### src/rtl/bit_pattern_generator.sv
// Builds a WIDTH-bit thermometer pattern with N ones at the LSBs, shifting in
// one '1' per clock. Start/done handshake; N above WIDTH saturates and flags err.
module bit_pattern_generator #(
    parameter int WIDTH = 8,
    parameter int CW    = $clog2(WIDTH + 1)
) (
    input  logic             clk,
    input  logic             reset_n,
    input  logic             start,
    input  logic [CW-1:0]    count_in,
    output logic [WIDTH-1:0] pattern,
    output logic             busy,
    output logic             done,
    output logic             err
);

    localparam logic [1:0] S_IDLE  = 2'd0;
    localparam logic [1:0] S_LOAD  = 2'd1;
    localparam logic [1:0] S_BUILD = 2'd2;
    localparam logic [1:0] S_DONE  = 2'd3;

    localparam logic [CW-1:0] WMAX = CW'(WIDTH);

    logic [1:0]    state;
    logic [CW-1:0] target;
    logic [CW-1:0] ones;

    always_ff @(posedge clk or negedge reset_n) begin
        if (!reset_n) begin
            state   <= S_IDLE;
            pattern <= '0;
            err     <= 1'b0;
            target  <= '0;
            ones    <= '0;
        end else begin
            case (state)
                S_IDLE, S_DONE: begin
                    if (start) begin
                        target  <= (count_in > WMAX) ? WMAX : count_in;
                        err     <= (count_in > WMAX);
                        pattern <= '0;
                        ones    <= '0;
                        state   <= S_LOAD;
                    end
                end
                S_LOAD: state <= S_BUILD;
                S_BUILD: begin
                    // one cycle spent on the final compare, so done lands at k+2+N
                    if (ones == target) begin
                        state <= S_DONE;
                    end else begin
                        pattern <= {pattern[WIDTH-2:0], 1'b1};
                        ones    <= ones + 1'b1;
                    end
                end
                default: state <= S_IDLE;
            endcase
        end
    end

    assign busy = (state == S_LOAD) || (state == S_BUILD);
    assign done = (state == S_DONE);

endmodule

### config.mk
export PLATFORM = sky130hd
export DESIGN_NAME = bit_pattern_generator
export DESIGN_NICKNAME = d
export VERILOG_FILES = /design/src/rtl/bit_pattern_generator.sv
export SDC_FILE = /design/constraint.sdc
export NUM_CORES = 1
export LEC_CHECK = 0
export BUFFER_PORTS_ARGS = -buffer_cell sky130_fd_sc_hd__buf_2
export CORE_UTILIZATION = 32
export CTS_BUF_LIST = sky130_fd_sc_hd__clkbuf_8
export DETAILED_ROUTE_END_ITERATION = 10
export GPL_TIMING_DRIVEN = 0
export SLEW_MARGIN = 10
export SYNTH_ARGS = -nofsm -noshare
export SYNTH_HDL_FRONTEND = slang
export SYNTH_SLANG_ARGS = --single-unit
### constraint.sdc
create_clock -name clk -period 1.8 [get_ports clk]
set_clock_uncertainty 0.1 [all_clocks]
set_input_delay 0.09 -clock clk [delete_from_list [all_inputs] [get_ports clk]]
set_output_delay 0.09 -clock clk [all_outputs]
set_load 0.03 [all_outputs]
---- Word-level counts from Yosys, hierarchy flattened ----
Index checks and enable logic that the tools add are counted.
cells by class
  $lt $le $gt $ge ......................... 1
  shift-type cells ........................ 0
  multiply operators ...................... 0
  eq/ne operators ......................... 7
  add/subtract/negate cells ............... 1
  muxes and demuxes ....................... 10
  reduce and logical (&&, ||, !) cells .... 7
  div/mod/pow operators ................... 0
  bitwise logic cells ..................... 0
operators by type and width
  kind                   number
  $mux W8                2
  $pmux W8 S2            1
  $mux W4                3
  $pmux W4 S2            1
  $ne A2 B2 Y1 const B   3
  $pmux W2 S3            1
  $add A4 B1 Y4 const B  1
  $eq A2 B2 Y1 const B   2
  $eq A4 B4 Y1           1
  $gt A4 B4 Y1 const B   1
  $mux W2                2
  $reduce_and A2 Y1      2
  $reduce_and A3 Y1      1
  $eq A2 B1 Y1 const B   1
  $logic_not A2 Y1       1
  $reduce_bool A2 Y1     1
  $reduce_or A2 Y1       1
  $logic_or A1 B1 Y1     1
word-level totals
  logic and storage cells ................. 31
  register bits ........................... 19
  bits in writable memories ............... 0
  output and inout bits ................... 11
  memories kept ........................... 0
  input port bits ......................... 7
  memory bits (read-only) ................. 0
  latch bits .............................. 0

---- Depth between registers and ports, before layout ----
Gate-level depths: netlist of run 1.
  word-level depth ........................ 4
  mapped depth ............................ 7
  depth with buffers taken out ............ 6

---- Worst setup path before layout of run 1 ----
Ideal clock, no wire load.
  kind .................................... reg-to-reg
  start ................................... register state[0]
  end ..................................... register pattern[2]
  period minus slack after synthesis ...... 1.849 ns
  data required time ...................... 1.574 ns
  setup time .............................. 0.126 ns
  cell stages (with the launch flop) ...... 6
  data arrival time ....................... 1.623 ns
  path slack .............................. -0.049 ns
  buffers on the path ..................... 0
  path through ............................ dfrtp_1 inv_1 ha_1 mux2i_2 nor2_1 a221o_1
between the ends
  cells in the longest elaborated chain, start to end .. 4
  elaborated cells between the ends (all ways) .. 9
  classes of those cells .................. eq/ne (4); mux (1); reduce/logical (4)
RTL lines
  element                                                       RTL line  source
  from (decl)                                                   24        logic [1:0] state;
  from (signal assigned)                                        30        state <= S_IDLE;
  from (signal assigned)                                        43        state <= S_LOAD;
  from (signal assigned)                                        46        S_LOAD: state <= S_BUILD;
  $eq A2 B2 Y1 or $logic_not A2 Y1 (tied branches)              36        case (state)
  $reduce_or A2 Y1                                              36
  $ne A2 B2 Y1 (no line) or $reduce_bool A2 Y1 (tied branches)  n/a
  $reduce_and A3 Y1 (no line)                                   n/a
  to (signal assigned)                                          52        pattern <= {pattern[WIDTH-2:0], 1'b1};
  to (decl)                                                     11        output logic [WIDTH-1:0] pattern,
Parallel ways exist; a longest one is shown, timed or not.
A chain may end at the register's enable or synchronous reset.

---- Worst setup path after layout of run 1 ----
  start ................................... register state[1]
  end ..................................... register pattern[2]
Same word-level chain as after synthesis.

==> results of run 1 <==
## report_power, final
part           internal, mW  switching (mW)
Sequential            0.547           0.113
Clock                 0.152           0.146
Combinational         0.516           0.756
## state kept, by name (all words and copies together) (netlist names)
register and flops:
pattern 8, ones 4, state 2, target 4, err 1
## cells by family (layout without fill, tap and decap cells)
group	count (synthesis)	count (layout)
adders and majority gates	4	4
DFF	19	19
buffers and inverters	9	34
and+or+nand+nor	46	46
muxes	4	5
xor gates and xnor gates	4	4
AOI/OAI and AO/OA	24	24
## synth_stat cells, drive strengths merged
master	count	area [sq um]
ha	4	50.1
and3	1	6.26
a311o	1	10.0
mux2i	3	33.8
nand4b	1	8.76
a221o	6	60.1
clkbuf	1	3.75
mux2	1	11.3
a21oi	8	40.0
nor2	15	58.8
nor3	2	15.0
o211ai	3	22.5
xnor2	4	35.0
buf	4	26.3
nand4	3	25.0
o21ai	5	25.0
nand3	1	5.00
nand2b	4	25.0
nor2b	1	6.26
nand2	18	67.6
o31ai	1	7.51
dfrtp	19	475
inv	4	15.0
## tightest hold or removal path: cells and delay by family
kind / cells / cell delay (ns)
buffers and inverters: 1 / 0.10
AOI/OAI and AO/OA: 1 / 0.07
and+or+nand+nor: 1 / 0.05
## per-stage QoR
step / hold WS (ns) / setup WS (ns) / instance area (sq um) / cells
6_report: -0.00313 / 0.0749 / 1300 / 180
5_1_grt: 0.00984 / 0.0112 / 1300 / 180
4_1_cts: 0.0000134 / 0.00302 / 1290 / 179
3_5_place_dp: -0.0407 / -0.151 / 1180 / 171
3_3_place_gp: -0.0387 / -0.119 / 1180 / 171
2_1_floorplan: -0.306 / 0.0202 / 1040 / 110
## area by class of cell
type | count | area, sq um
well taps | 44 | 55.1
repair buffers | 21 | 120
fillers | 317 | 1750
inverters | 4 | 15.0
clock inverters | 1 | 3.75
flip-flops and latches | 19 | 475
multi-input cells | 83 | 557
clock buffers | 3 | 41.3
plain buffers | 5 | 31.3
## worst max-delay path by stage
stage          startpoint          to  slack, ns  depth (start not counted)
2_1_floorplan    state[0]  pattern[2]       0.02                          5
4_1_cts          state[0]    state[0]      0.003                          6
3_5_place_dp     state[0]  pattern[6]      -0.15                          5
5_1_grt          state[0]     ones[3]       0.01                          6
3_3_place_gp     state[0]  pattern[4]      -0.12                          5
6_report         state[1]  pattern[2]       0.07                          4
## what timing repair did
action                     4_1_cts  5_1_grt
resized for setup                3        3
cloned                           1        0
setup endpoints to repair       11       13
hold buffers                     2        0
pin swaps                        0        1
hold endpoints to repair        20        0
buffers inserted                 1        1
## routing by layer
metal	share of wire, %	wire length [microns]
met2	49	1060
met4	0.37	8
met1	47	1020
met3	3.7	80
met5	0	0
==> impl_metrics.yaml, run 1 <==
placement:
  hpwlAfterDp_microns: 1480
  portBuffers: 17
  finalWeightedCongestion: 0.759
drt:
  drt_wl_total_microns: 2170
  first_iter_violations: 16
  first_pass_iters: 4
  vias: 879
  via_per_inst: 4.88
  drcViolationCount: 0
  avgRoutedWirePerCell_microns: 12.1
  drtAntennaViolNets: 0
synthesis:
  synth_cell_types: 28
  muxShareOfSynthArea_pct: 4.36
  synth_cells: 110
  syn_avg_cell_area_sq_um: 9.40
  synth_top_family_by_area: "simple AND/OR/NAND/NOR gates"
  yosys.area_share.simple_pct: 21.1
  yosysWarnings: 0
  synth_nets: 121
  synth-compound-area-share_pct: 16.0
  syn_area_sq_um: 1030
  ys_ff_latch: 19
  synth_adder_area_share_pct: 4.84
  ys_seq_area_share_pct: 46.0
  synthXorXnorAreaFrac_pct: 3.39
timing:
  tightest_slew_ns: 0.426
  finalSetupViolCount: 0
  rsz0062_at_grt: "false"
  max_freq_mhz: 580
  finalCritPeriodShare_pct: 95.8
  drv_slew: 0
  report.final.hold_viol_count: 2
  whs_ns: -0.00313
  min_period_ns: 1.73
  fin_tns_setup_ns: 0
  maxSlewHeadroom_pct: 71.6
flow_run:
  cap_violations: 0
critical_path:
  crit_chain: "ha_4, mux2i_4, nor2_1, a221o_1"
  cp-start-kind: "flip-flop"
  rr_worst_depth: 4
  reg2reg_slack_ns: 0.07
  cp.required_ns: 1.85
  cp_max_fo: 6
  critPathKind: "flip-flop to flip-flop"
  r2r_end: "pattern[2]"
  crit_path_top_delay_cell: "dfrtp_1"
  r2r_start: "state[1]"
  slowest_delay_ns: 0.44
  crit_family: "flip-flops"
  end_kind: "flip-flop"
  crit_buf_inv: 0
  worstPathArrival_ns: 1.77
worst_hold_path:
  whs_path_depth: 3
  hold_path_class: "input port to flip-flop"
  hp-start: "count_in[1]"
  hold-path-endpoint: "target[1]"
die:
  row_count: 20
  die_area_sq_um: 3460
  chipWidth_microns: 58.8
  coreArea_sq_um: 3050
  initial_core_util_pct: 33.9
  num_io_pins: 18
  chipHeight_microns: 58.8
final_layout:
  postLayoutCoreUtil_pct: 42.5
  layout_common_cells: "buf_2, dfrtp_1, nand2_1"
  drive_above_1_share_pct: 25.7
  diodes: 0
  area_growth_pct: 25.7
  layout_commonest_cell: "buf_2"
  final_net_count: 148
clock_tree:
  cts_buffers: 3
  clock_path_buffers: 2
  clk-insertion-delay-late_ns: 0.26
  clk_pin_slew_ns: 0.07
  cts.sinks: 19
  cts_max_level: 1
  root_buffer: "clkbuf_8"
  cts_tree: "built"
global_route:
  top_usage_layer: "met2"
  grt_max_degree: 20
  grt_first_pass_wirelength_microns: 3640
  use_met2_pct: 24.7
  grt_overflow: 0
  use_met1_pct: 16.7
  grt_usage_pct: 14.1
  grt_pass1_vias: 822
  antenna_found_initial: 0
  grt_util_met3_pct: 4.18
run_status:
  outcome: "complete, but fails checks"
  violations: "hold timing"
power:
  p_per_area_nw_per_um2: 1720
  ir_drop_mv: 0.629
  p_total_mw: 2.23
  p_leak_nw: 0.592
No activity file was read; power rests on OpenSTA's default activity.
==> run 2, diff against run 1 <==
==> constraint.sdc (replaced) <==
create_clock -name clk -period 1.8 [get_ports clk]
set_clock_uncertainty 0.1 [all_clocks]
set_input_delay 0.18 -clock clk [delete_from_list [all_inputs] [get_ports clk]]
set_output_delay 0.18 -clock clk [all_outputs]
set_load 0.03 [all_outputs]
==> run 2 against run 1 <==
The flow now finishes without violations. Power is essentially flat. Utilization decreased by 0.33 points. Clock power is essentially flat.
==> impl_metrics.yaml, run 2 (synthesis results as in run 1) <==
clock_tree:
  root_buffer: "clkbuf_8"
  clk_pin_slew_ns: 0.07
  cts_tree: "built"
  cts.sinks: 19
  clock_path_buffers: 2
  cts_max_level: 1
  cts_buffers: 3
  clk-insertion-delay-late_ns: 0.26
critical_path:
  reg2reg_slack_ns: 0.08
  r2r_start: "state[1]"
  crit_buf_inv: 0
  rr_worst_depth: 4
  crit_family: "flip-flops"
  worstPathArrival_ns: 1.77
  r2r_end: "pattern[2]"
  slowest_delay_ns: 0.44
  crit_path_top_delay_cell: "dfrtp_1"
  critPathKind: "flip-flop to flip-flop"
  end_kind: "flip-flop"
  crit_start: "state[1]"
  cp.required_ns: 1.85
  cp-start-kind: "flip-flop"
  crit_chain: "ha_4, mux2i_4, nor2_1, a221o_1"
  path_depth: 4
  critical_path.endpoint: "pattern[2]"
  cp_max_fo: 6
placement:
  place_area_sq_um: 1180
  place_ws_ns: -0.151
  finalWeightedCongestion: 0.759
  hpwlAfterDp_microns: 1480
  place_inst: 171
  portBuffers: 17
drt:
  vias: 878
  via_per_inst: 4.91
  drcViolationCount: 0
  first_iter_violations: 19
  drtAntennaViolNets: 0
  drt_wl_total_microns: 2170
  first_pass_iters: 4
  avgRoutedWirePerCell_microns: 12.1
timing:
  min_period_ns: 1.72
  finalCritPeriodShare_pct: 95.8
  fin_tns_setup_ns: 0
  tightest_slew_ns: 0.426
  maxSlewHeadroom_pct: 71.6
  report.final.hold_viol_count: 0
  setup_slack_ns: 0.0755
  whs_ns: 0.0868
  drv_slew: 0
  rsz0062_at_grt: "false"
  max_freq_mhz: 580
  finalSetupViolCount: 0
die:
  chipWidth_microns: 58.8
  die_area_sq_um: 3460
  coreArea_sq_um: 3050
  row_count: 20
  num_io_pins: 18
  initial_core_util_pct: 33.9
  chipHeight_microns: 58.8
final_layout:
  layout.cells.non_filler: 179
  largest_register: "pattern"
  layout_commonest_cell: "buf_2"
  final_net_count: 147
  largest_register_ffs: 8
  area_growth_pct: 24.7
  fin_area_sq_um: 1290
  nFillCells: 318
  top_regs: "pattern (8), ones (4), target (4)"
  layout_common_cells: "buf_2, dfrtp_1, nand2_1"
  diodes: 0
  postLayoutCoreUtil_pct: 42.2
  drive_above_1_share_pct: 25.9
global_route:
  top_usage_layer: "met2"
  use_met2_pct: 24.7
  grt_overflow: 0
  grt_max_degree: 20
  grt_usage_pct: 14.1
  antenna_found_initial: 0
  grt_pass1_vias: 822
  grt_util_met3_pct: 4.18
  use_met1_pct: 16.7
  grt_first_pass_wirelength_microns: 3640
flow_run:
  cap_violations: 0
power:
  p_leak_nw: 0.588
  ir_drop_mv: 0.630
  p_total_mw: 2.23
  p_per_area_nw_per_um2: 1730
run_status:
  outcome: "finished clean"
worst_hold_path:
  hold_path_class: "input port to flip-flop"
[run 2: cell types whose count changed in the layout (fill, tap and decap cells not counted), sizes merged]
| cell | change |
|---|---|
| dlygate4sd3 | -1 |
[run 2: layout make-up]
cell class	count	area (sq um)	share of cell area [%]
repair buffers	20	110	8.54
multi-input cells	83	557	43.2
plain buffers	5	31.3	2.43
inverters	4	15.0	1.17
flip-flops and latches	19	475	36.9
well taps	44	55.1	4.27
clock inverters	1	3.75	0.291
clock buffers	3	41.3	3.20
[run 2: metal layers]
metal / wire, microns / vias up
met1: 1010 / 416
li1: - / 439
met3: 84 / 2
met4: 8 / 0
met5: 0 / -
met2: 1070 / 21
[run 2: timing repair]
action / in CTS / in global routing
cloned: 1 / 0
hold buffers: 1 / 0
endpoints found under the setup margin: 11 / 13
gates resized for setup: 3 / 3
pin swaps: 0 / 1
setup buffers: 1 / 1
hold endpoints to repair: 19 / 0
[run 2: how the worst min path moves through the flow]
stage / from / to / slack, ns / cells after the start
global route: count_in[1] / target[1] / 0.1 / 3
global placement: reset_n / pattern[7] / 0.05 / 1
finish: count_in[2] / target[2] / 0.09 / 3
detailed placement: reset_n / pattern[7] / 0.05 / 1
CTS: count_in[0] / target[0] / 0.08 / 3
floorplan: reset_n / err / -0.22 / 0
[run 2: tightest hold or removal path, delay by kind of cell]
family	cells	cell delay, ns
buffers and inverters	1	0.10
and+or+nand+nor	1	0.06
AOI/OAI and AO/OA	1	0.06
[run 2: power breakdown]
group	total, mW	leakage, nW	switching, mW	internal, mW
Clock	0.299	0.0269	0.147	0.152
Sequential	0.660	0.251	0.113	0.547
Combinational	1.27	0.311	0.755	0.515
==> run 3, diff against run 2 <==
--- a/config.mk
+++ b/config.mk
@@ -6,7 +6,7 @@
 export NUM_CORES = 1
 export LEC_CHECK = 0
 export BUFFER_PORTS_ARGS = -buffer_cell sky130_fd_sc_hd__buf_2
-export CORE_UTILIZATION = 32
+export CORE_UTILIZATION = 25
 export CTS_BUF_LIST = sky130_fd_sc_hd__clkbuf_8
 export DETAILED_ROUTE_END_ITERATION = 10
 export GPL_TIMING_DRIVEN = 0
==> run 3 against run 2 <==
Critical path depth is the same. Setup slack worse by 0.020 ns. Sequential share of layout area shrank 0.56 points. Design area increased by 1.6%. Die area increased by 27%. Power up 2.8%.
==> impl_metrics.yaml, run 3 (synthesis results as in run 1) <==
run_status:
  outcome: "finished clean"
die:
  num_io_pins: 18
  die_area_sq_um: 4400
  chipWidth_microns: 66.3
  chipHeight_microns: 66.3
  row_count: 23
  initial_core_util_pct: 26.0
  coreArea_sq_um: 3970
critical_path:
  cp-start-kind: "flip-flop"
  crit_family: "flip-flops"
  crit_path_top_delay_cell: "dfrtp_1"
  end_kind: "flip-flop"
  crit_buf_inv: 0
  reg2reg_slack_ns: 0.06
  crit_chain: "ha_4, mux2i_4, nor2_1, a221o_1"
  r2r_start: "state[1]"
  cp_max_fo: 6
  r2r_end: "pattern[6]"
  worstPathArrival_ns: 1.79
  critPathKind: "flip-flop to flip-flop"
  slowest_delay_ns: 0.44
  rr_worst_depth: 4
  cp.required_ns: 1.84
clock_tree:
  clk_pin_slew_ns: 0.07
  clk-insertion-delay-late_ns: 0.25
  root_buffer: "clkbuf_8"
  cts_buffers: 3
  cts.sinks: 19
  cts_tree: "built"
  cts_max_level: 1
  clock_path_buffers: 2
worst_hold_path:
  hold-path-endpoint: "target[0]"
  hp-start: "count_in[0]"
  hold_path_class: "input port to flip-flop"
  whs_path_depth: 3
placement:
  hpwlAfterDp_microns: 1660
  place_area_sq_um: 1190
  finalWeightedCongestion: 0.760
  place_inst: 177
  portBuffers: 17
  place_ws_ns: -0.184
final_layout:
  drive_above_1_share_pct: 27.0
  layout.cells.non_filler: 187
  layout_commonest_cell: "buf_2"
  nFillCells: 425
  top_regs: "pattern (8), ones (4), target (4)"
  fin_area_sq_um: 1310
  diodes: 0
  final_net_count: 149
  area_growth_pct: 26.6
  layout_common_cells: "buf_2, dfrtp_1, nand2_1"
  largest_register: "pattern"
  postLayoutCoreUtil_pct: 33.0
  largest_register_ffs: 8
global_route:
  antenna_found_initial: 0
  grt_pass1_vias: 900
  grt_usage_pct: 12.4
  grt_overflow: 0
  grt_first_pass_wirelength_microns: 4130
  grt_max_degree: 20
power:
  p_switching_mw: 1.06
  p_leak_nw: 0.595
  p_int_mw: 1.23
  p_clk_share_pct: 12.9
  p_total_mw: 2.29
  seqPwrFrac_pct: 28.7
  pwr-share-comb_pct: 58.4
  p_per_area_nw_per_um2: 1750
  swShare_pct: 46.2
  ir_drop_mv: 0.690
drt:
  drtAntennaViolNets: 0
  vias: 929
  drt_wl_total_microns: 2390
  drcViolationCount: 0
  first_iter_violations: 52
  via_per_inst: 4.97
  avgRoutedWirePerCell_microns: 12.8
  first_pass_iters: 4
timing:
  fin_tns_setup_ns: 0
  maxSlewHeadroom_pct: 70.1
  drv_slew: 0
  whs_ns: 0.0835
  report.final.hold_viol_count: 0
  finalSetupViolCount: 0
  min_period_ns: 1.74
  tightest_slew_ns: 0.448
  setup_slack_ns: 0.0551
  finalCritPeriodShare_pct: 96.9
  rsz0062_at_grt: "false"
  max_freq_mhz: 573
flow_run:
  cap_violations: 0
run 3: worst max-delay path by stage:
stage	end	cells past startpoint	slack, ns	from
after detailed placement	pattern[4]	5	-0.18	state[0]
after global routing	pattern[4]	4	0.002	state[1]
after floorplan	pattern[2]	5	0.02	state[0]
after global placement	pattern[7]	5	-0.13	state[0]
final	pattern[6]	4	0.06	state[1]
after CTS	pattern[4]	4	0.02	state[1]
run 3: cell type report:
class                      instances  area [sq um]  area share (%)
clock buffer                       3          41.3            3.15
clock inverter                     1          3.75           0.287
tap                               50          62.6            4.78
inverter                           4          15.0            1.15
multi-input combinational         83           557            42.5
timing repair buffer              22           123            9.37
buffer                             5          31.3            2.39
sequential                        19           475            36.3
run 3: repair_timing:
action / 4_1_cts / 5_1_grt
gates cloned: 1 / 1
buffers inserted: 1 / 2
pin swaps: 1 / 4
hold buffers: 1 / 0
setup endpoints to repair: 12 / 6
gates resized for setup: 4 / 1
endpoints found under the hold margin: 19 / 0
run 3: power by group through the flow:
stage | logic (mW) | clock network [mW] | registers, mW
floorplan | 0.813 | 0 | 0.696
global placement | 1.09 | 0 | 0.656
detailed placement | 1.12 | 0 | 0.664
CTS | 1.27 | 0.308 | 0.658
global route | 1.45 | 0.327 | 0.677
finish | 1.34 | 0.295 | 0.657
run 3: layer usage:
metal	part of all wire, %	GRT usage [%]	vias up	routed length (microns)
met5	0	0	-	0
li1	-	-	441	-
met3	6.9	4.48	2	166
met4	0.80	2.13	0	19
met1	44	14.8	454	1060
met2	48	21.3	32	1140
run 3: worst min-delay path: stages:
cell	delay, ns
buf_2	0.10
nand2b_1	0.05
o21ai_0	0.06
